--- src/rtl/vga_pkg.sv ---
// Shared VGA timing constants, pixel width and frame-buffer sizing helpers
// used by the frame-buffer scheduler and its address generator.
package vga_pkg;

    localparam int H_TOTAL     = 800;
    localparam int V_TOTAL     = 525;
    localparam int H_ACTIVE    = 640;
    localparam int V_ACTIVE    = 480;
    localparam int SCALE_SHIFT = 2;
    localparam int PIX_W       = 12;
    localparam int CNT_W       = 11;

    // Kind of command loaded into the RAM command registers in a cycle
    typedef enum logic [1:0] {
        SLOT_IDLE  = 2'd0,
        SLOT_READ  = 2'd1,
        SLOT_WRITE = 2'd2
    } slot_t;

    function automatic int fb_w(input int h_active, input int shift);
        return h_active >> shift;
    endfunction

    function automatic int fb_h(input int v_active, input int shift);
        return v_active >> shift;
    endfunction

    // Smallest address width that can index the given number of words
    function automatic int addr_w_min(input int words);
        int w;
        w = 0;
        for (int i = 0; i < 31; i++) begin
            if ((1 << i) < words) begin
                w = i + 1;
            end
        end
        return w;
    endfunction

    localparam int FB_W      = fb_w(H_ACTIVE, SCALE_SHIFT);
    localparam int FB_H      = fb_h(V_ACTIVE, SCALE_SHIFT);
    localparam int FB_ADDR_W = addr_w_min(FB_W * FB_H);

endpackage

--- src/rtl/vga_fb_addr_gen.sv ---
// Combinational scanout address generator: from the driver counters it
// finds the decision cycle, the screen position being prefetched (with
// line/frame wrap), whether that position is visible, and its RAM address.
module vga_fb_addr_gen #(
    parameter int H_TOTAL     = vga_pkg::H_TOTAL,
    parameter int V_TOTAL     = vga_pkg::V_TOTAL,
    parameter int H_ACTIVE    = vga_pkg::H_ACTIVE,
    parameter int V_ACTIVE    = vga_pkg::V_ACTIVE,
    parameter int SCALE_SHIFT = vga_pkg::SCALE_SHIFT,
    parameter int ADDR_W      = vga_pkg::FB_ADDR_W
) (
    input  logic [vga_pkg::CNT_W-1:0] x,
    input  logic [vga_pkg::CNT_W-1:0] y,
    output logic                      is_decision,
    output logic                      fetch,
    output logic [ADDR_W-1:0]         fetch_addr
);
    import vga_pkg::*;

    localparam int CW    = CNT_W + 1;
    localparam int AW1   = ADDR_W + 1;
    localparam int BLOCK = 1 << SCALE_SHIFT;

    localparam logic [CW-1:0]          H_TOTAL_C  = CW'(H_TOTAL);
    localparam logic [CW-1:0]          V_TOTAL_C  = CW'(V_TOTAL);
    localparam logic [CW-1:0]          H_ACTIVE_C = CW'(H_ACTIVE);
    localparam logic [CW-1:0]          V_ACTIVE_C = CW'(V_ACTIVE);
    localparam logic [CW-1:0]          LEAD_C     = CW'(BLOCK - 1);
    localparam logic [SCALE_SHIFT-1:0] PHASE_D    = SCALE_SHIFT'(1);
    localparam logic [AW1-1:0]         FBW_C      = AW1'(fb_w(H_ACTIVE, SCALE_SHIFT));

    logic [CW-1:0]  tx_sum;
    logic [CW-1:0]  ty_inc;
    logic [CW-1:0]  tx;
    logic [CW-1:0]  ty;
    logic [AW1-1:0] addr_full;

    // Target is the first pixel of the next block; wrap into the next line/frame when past the line end
    always_comb begin
        tx_sum = {1'b0, x} + LEAD_C;
        ty_inc = {1'b0, y} + CW'(1);
        tx     = tx_sum;
        ty     = {1'b0, y};
        if (tx_sum >= H_TOTAL_C) begin
            tx = tx_sum - H_TOTAL_C;
            ty = (ty_inc == V_TOTAL_C) ? '0 : ty_inc;
        end
        is_decision = (x[SCALE_SHIFT-1:0] == PHASE_D);
        fetch       = is_decision && ({1'b0, x} < H_TOTAL_C)
                      && (tx < H_ACTIVE_C) && (ty < V_ACTIVE_C);
        addr_full   = AW1'(ty >> SCALE_SHIFT) * FBW_C + AW1'(tx >> SCALE_SHIFT);
        fetch_addr  = ADDR_W'(addr_full);
    end

endmodule

--- src/rtl/vga_fb_scheduler.sv ---
// Time-slot arbiter for a single-port frame-buffer RAM shared by VGA
// scanout (fixed priority, one read per screen block) and a pixel writer
// that uses every remaining cycle.
module vga_fb_scheduler #(
    parameter int H_TOTAL     = vga_pkg::H_TOTAL,
    parameter int V_TOTAL     = vga_pkg::V_TOTAL,
    parameter int H_ACTIVE    = vga_pkg::H_ACTIVE,
    parameter int V_ACTIVE    = vga_pkg::V_ACTIVE,
    parameter int SCALE_SHIFT = vga_pkg::SCALE_SHIFT,
    parameter int ADDR_W      = vga_pkg::FB_ADDR_W
) (
    input  logic                      i_clk25m,
    input  logic                      i_rstn_clk25m,
    input  logic [vga_pkg::CNT_W-1:0] i_VGA_x,
    input  logic [vga_pkg::CNT_W-1:0] i_VGA_y,
    input  logic                      i_wr_req,
    input  logic [ADDR_W-1:0]         i_wr_addr,
    input  logic [vga_pkg::PIX_W-1:0] i_wr_data,
    output logic                      o_wr_ack,
    output logic                      o_fb_en,
    output logic                      o_fb_we,
    output logic [ADDR_W-1:0]         o_fb_addr,
    output logic [vga_pkg::PIX_W-1:0] o_fb_wdata,
    input  logic [vga_pkg::PIX_W-1:0] i_fb_rdata,
    output logic [vga_pkg::PIX_W-1:0] o_pixel_data
);
    import vga_pkg::*;

    logic              is_decision;
    logic              fetch;
    logic [ADDR_W-1:0] fetch_addr;
    slot_t             slot;
    logic              dec_p1;
    logic              dec_p2;
    logic              rd_p1;
    logic              rd_p2;

    vga_fb_addr_gen #(
        .H_TOTAL     (H_TOTAL),
        .V_TOTAL     (V_TOTAL),
        .H_ACTIVE    (H_ACTIVE),
        .V_ACTIVE    (V_ACTIVE),
        .SCALE_SHIFT (SCALE_SHIFT),
        .ADDR_W      (ADDR_W)
    ) u_addr_gen (
        .x           (i_VGA_x),
        .y           (i_VGA_y),
        .is_decision (is_decision),
        .fetch       (fetch),
        .fetch_addr  (fetch_addr)
    );

    // Scanout owns the slot whenever a fetch is due; otherwise a pending write is accepted and acked
    always_comb begin
        slot     = SLOT_IDLE;
        o_wr_ack = 1'b0;
        if (fetch) begin
            slot = SLOT_READ;
        end else if (i_wr_req && i_rstn_clk25m) begin
            slot     = SLOT_WRITE;
            o_wr_ack = 1'b1;
        end
    end

    // Register the chosen RAM command; address and write data hold through idle cycles
    always_ff @(posedge i_clk25m or negedge i_rstn_clk25m) begin
        if (!i_rstn_clk25m) begin
            o_fb_en    <= 1'b0;
            o_fb_we    <= 1'b0;
            o_fb_addr  <= '0;
            o_fb_wdata <= '0;
        end else begin
            case (slot)
                SLOT_READ: begin
                    o_fb_en   <= 1'b1;
                    o_fb_we   <= 1'b0;
                    o_fb_addr <= fetch_addr;
                end
                SLOT_WRITE: begin
                    o_fb_en    <= 1'b1;
                    o_fb_we    <= 1'b1;
                    o_fb_addr  <= i_wr_addr;
                    o_fb_wdata <= i_wr_data;
                end
                default: begin
                    o_fb_en <= 1'b0;
                    o_fb_we <= 1'b0;
                end
            endcase
        end
    end

    // Track decision cycles to the data-return cycle; capture RAM data only for a pending read, else black
    always_ff @(posedge i_clk25m or negedge i_rstn_clk25m) begin
        if (!i_rstn_clk25m) begin
            dec_p1       <= 1'b0;
            dec_p2       <= 1'b0;
            rd_p1        <= 1'b0;
            rd_p2        <= 1'b0;
            o_pixel_data <= '0;
        end else begin
            dec_p1 <= is_decision;
            rd_p1  <= fetch;
            dec_p2 <= dec_p1;
            rd_p2  <= rd_p1;
            if (dec_p2) begin
                o_pixel_data <= rd_p2 ? i_fb_rdata : '0;
            end
        end
    end

endmodule

--- config.mk ---
export PLATFORM = sky130hd
export DESIGN_NAME = vga_fb_scheduler
export DESIGN_NICKNAME = d
export VERILOG_FILES = /design/src/rtl/vga_pkg.sv /design/src/rtl/vga_fb_addr_gen.sv /design/src/rtl/vga_fb_scheduler.sv
export SDC_FILE = /design/constraint.sdc
export NUM_CORES = 1
export LEC_CHECK = 0
export ABC_AREA = 1
export CORE_MARGIN = 3
export CORE_UTILIZATION = 25
export DETAILED_ROUTE_END_ITERATION = 8
export GPL_ROUTABILITY_DRIVEN = 0
export PLACE_DENSITY_LB_ADDON = 0.2
export SYNTH_ARGS = -nofsm -noshare
export SYNTH_HDL_FRONTEND = slang
export SYNTH_SLANG_ARGS = --single-unit
--- constraint.sdc ---
create_clock -name i_clk25m -period 2.65 [get_ports i_clk25m]
set_input_delay 0.3975 -clock i_clk25m [delete_from_list [all_inputs] [get_ports i_clk25m]]
set_output_delay 0.3975 -clock i_clk25m [all_outputs]
set_load 0.1 [all_outputs]
==> impl_metrics.tcl <==
set metrics [dict create \
    status "complete, but fails checks" \
    violations "negative setup slack" \
    synth-seq-cells 45 \
    io_pins 106 \
    route.detailed.drc 0 \
    startpoint_type "primary input" \
    htree_levels 2 \
    worstHoldPathType "primary input to asynchronous set/reset pin" \
    p_int_mw 1.95 \
    track_usage 0.140 \
    cp.arrival_ps 3650 \
    critPathRequiredTime_ps 2820 \
    drive_above_1_share 0.424 \
    die-area_mm2 0.0148 \
    antenna_found_initial 0 \
    syn_nets 558 \
    p_comb_frac 0.558 \
    synth-async-reset-ratio 1.00 \
    max_freq_ghz 0.288 \
    worstMarginPinSlew_ps 588 \
    ctsHoldBuffers 0 \
    die_width_um 122 \
    p_sw_mw 1.44 \
    root_buffer "clkbuf_16" \
    postPlaceCellArea_mm2 0.00524 \
    finalCritPeriodShare 1.31 \
    yosysTopAreaCellShare 0.336 \
    powerDensity_mw_per_mm2 550 \
    fin_ws_ps -824 \
    power_frac_clock 0.202 \
    grt_pass1_wl_mm 17.2 \
    grt_pass1_vias 3798 \
    grt_max_degree 46 \
    synthFlopType "dfrtp_1" \
    vias 3794 \
    period_needed_ps 3470 \
    yosysUniqueCellTypes 34 \
    diodes 0 \
    cts.path.max_buffers 2 \
    final_hold_viol_count 0 \
    fin_area_mm2 0.00616 \
    synth-seq-area-share 0.336 \
    post-synth-top-area-cell "dfrtp_1" \
    synth_area_per_cell_um2 7.08 \
    io_buffer_count 105 \
    clock_latency_ps 280 \
    criticalPathCategory "primary input to flip-flop" \
    rsz0062_at_grt "yes" \
    detail_route.iter0.violations 160 \
    vias_per_cell 4.29 \
    maxSlewViolCount 0 \
    ant_nets 0 \
    tritoncts "done" \
    routed_wl_mm 10.8 \
    max_slew_margin 0.608 \
    syn_to_final_growth_pct 83.9 \
    synth_cells 473 \
    final_nets 797 \
    ys_top_cells_by_count "nand2_1 (150), inv_1 (68), nand3_1 (63)" \
    dp_hpwl_mm 7.78 \
    synth-edff-count 0 \
    leakage_nw 3.21 \
    synthTopCellsByArea "dfrtp_1 (34%), nand2_1 (17%), nand3_1 (9.4%)" \
    n_fill_cell 1278 \
    p_sw_frac 0.425 \
    peakVddDrop_v 0.000290 \
    timing.hold.ws_ps 235 \
    crit_fanout 5 \
    initial_core_util 0.260 \
    fin_skew_ps 2.27 \
    synth_most_common_cell "nand2_1" \
    core-area_mm2 0.0129 \
    cts_sinks 45 \
    syn_area_mm2 0.00335 \
    numCtsBuffers 5 \
    synthesis.yosys.warnings 0 \
    fin_tns_setup_ps -5330 \
    endpoint_kind "flip-flop" \
    die_h_um 122 \
    wl_per_cell_um 12.2 \
    firstDrtPassIters 4 \
    rows 41 \
    setup_viol 10 \
    clk_pin_slew_ps 60 \
    pwr-share-seq 0.240 \
    drv_cap 0 \
    overflow 0 \
]
==> layout by cell type (no fill, tap or decap), drive strengths merged <==
cell / instances
buf: 197
nand2: 159
inv: 70
nand3: 68
dfrtp: 45
clkdlybuf4s50: 41
nor2: 25
o21ai: 22
ha: 19
xor2: 13
a21oi: 8
nand4: 7
clkbuf: 7
xnor2: 6
nand3b: 4
dlygate4sd2: 4
a31oi: 3
or2: 3
fa: 2
a21boi: 1
nor4: 1
a21o: 1
clkinvlp: 1
o211ai: 1
nor3: 1
bufinv: 1
clkinv: 1
clkdlybuf4s15: 1
==> path summary, 6_finish.rpt <==
| path | startpoint | depth (start not counted) | to | slack (ps) |
|---|---|---|---|---|
| max in group asynchronous | i_rstn_clk25m | 2 | o_fb_addr[14] | 2040 |
| worst max-delay path | i_VGA_y[1] | 26 | o_fb_addr[14] | -820 |
| worst min register to register | rd_p1 | 0 | rd_p2 | 350 |
| worst max register to register | dec_p2 | 2 | o_pixel_data[7] | 1560 |
| min in group i_clk25m | rd_p1 | 0 | rd_p2 | 350 |
| worst min-delay path | i_rstn_clk25m | 2 | dec_p1 | 230 |
==> flip-flops by register name, indices dropped and copies added (netlist names) <==
name          cells
dec_p2            1
o_fb_en           1
o_fb_addr        15
rd_p1             1
o_pixel_data     12
dec_p1            1
o_fb_wdata       12
o_fb_we           1
rd_p2             1
==> stage by stage <==
step                instances   util  total power [mW]  worst slack (ps)
floorplan                 473      -              1.88              -981
global placement          838  0.407              2.48             -1550
detailed placement        838  0.407              2.50             -1670
CTS                       877  0.459              3.33              -824
global route              884  0.478              3.59             -1010
finish                    884  0.478              3.39              -824
==> cell families after synthesis <==
kind of cell    share of synthesized area
simple gates                        0.370
compound gates                     0.0572
xor+xnor                           0.0497
fa+ha+maj                          0.0829
buf+inv                             0.104
flops                               0.336
==> routing by layer <==
metal | global-route usage | share of wire | vias up | routed length, µm
met3 | 0.0153 | 0.046 | 17 | 497
met2 | 0.254 | 0.50 | 102 | 5430
met4 | 0.0427 | 0.018 | 0 | 194
met1 | 0.174 | 0.43 | 1701 | 4660
li1 | - | - | 1974 | -
met5 | 0 | 0 | - | 0
==> power groups by stage <==
stage / Clock [mW] / Sequential [mW] / Combinational [mW]
6_report: 0.685 / 0.812 / 1.89
5_1_grt: 0.728 / 0.822 / 2.04
3_5_place_dp: 0 / 0.825 / 1.67
4_1_cts: 0.704 / 0.812 / 1.81
3_3_place_gp: 0 / 0.820 / 1.66
2_1_floorplan: 0 / 1.36 / 0.525
==> final cells by class <==
class / instances / area [µm²] / area share
sequential: 45 / 1130 / 0.183
multi-input combinational: 344 / 2280 / 0.369
timing repair buffer: 245 / 2100 / 0.341
clock inverter: 2 / 35.0 / 0.00569
clock buffer: 5 / 125 / 0.0203
tap: 172 / 215 / 0.0349
inverter: 71 / 280 / 0.0455
==> worst max-delay path, stage by stage <==
cell and delay (ps):
buf_6 70, nand2_2 60, nor2_2 90, buf_6 130, buf_6 90, nand4_1 150, nand3_2 130, inv_2 50
nand3_4 70, nand3_4 70, o21ai_4 170, ha_4 230, ha_4 160, fa_1 480, ha_4 300, nand2_2 50
inv_2 60, nand4_1 80, nand3_2 100, nand2_2 60, nor2_4 90, nand3b_1 100, xor2_1 180, xnor2_1 140
nand2_1 60, nand3_1 60
==> what timing repair did <==
item                                    in CTS  in global routing
endpoints found under the setup margin      31                 30
setup buffers                               32                  9
gates cloned                                 0                  1
pin swaps                                   56                 34
resized for setup                          157                 45
Power figures use the tool's default switching activity.
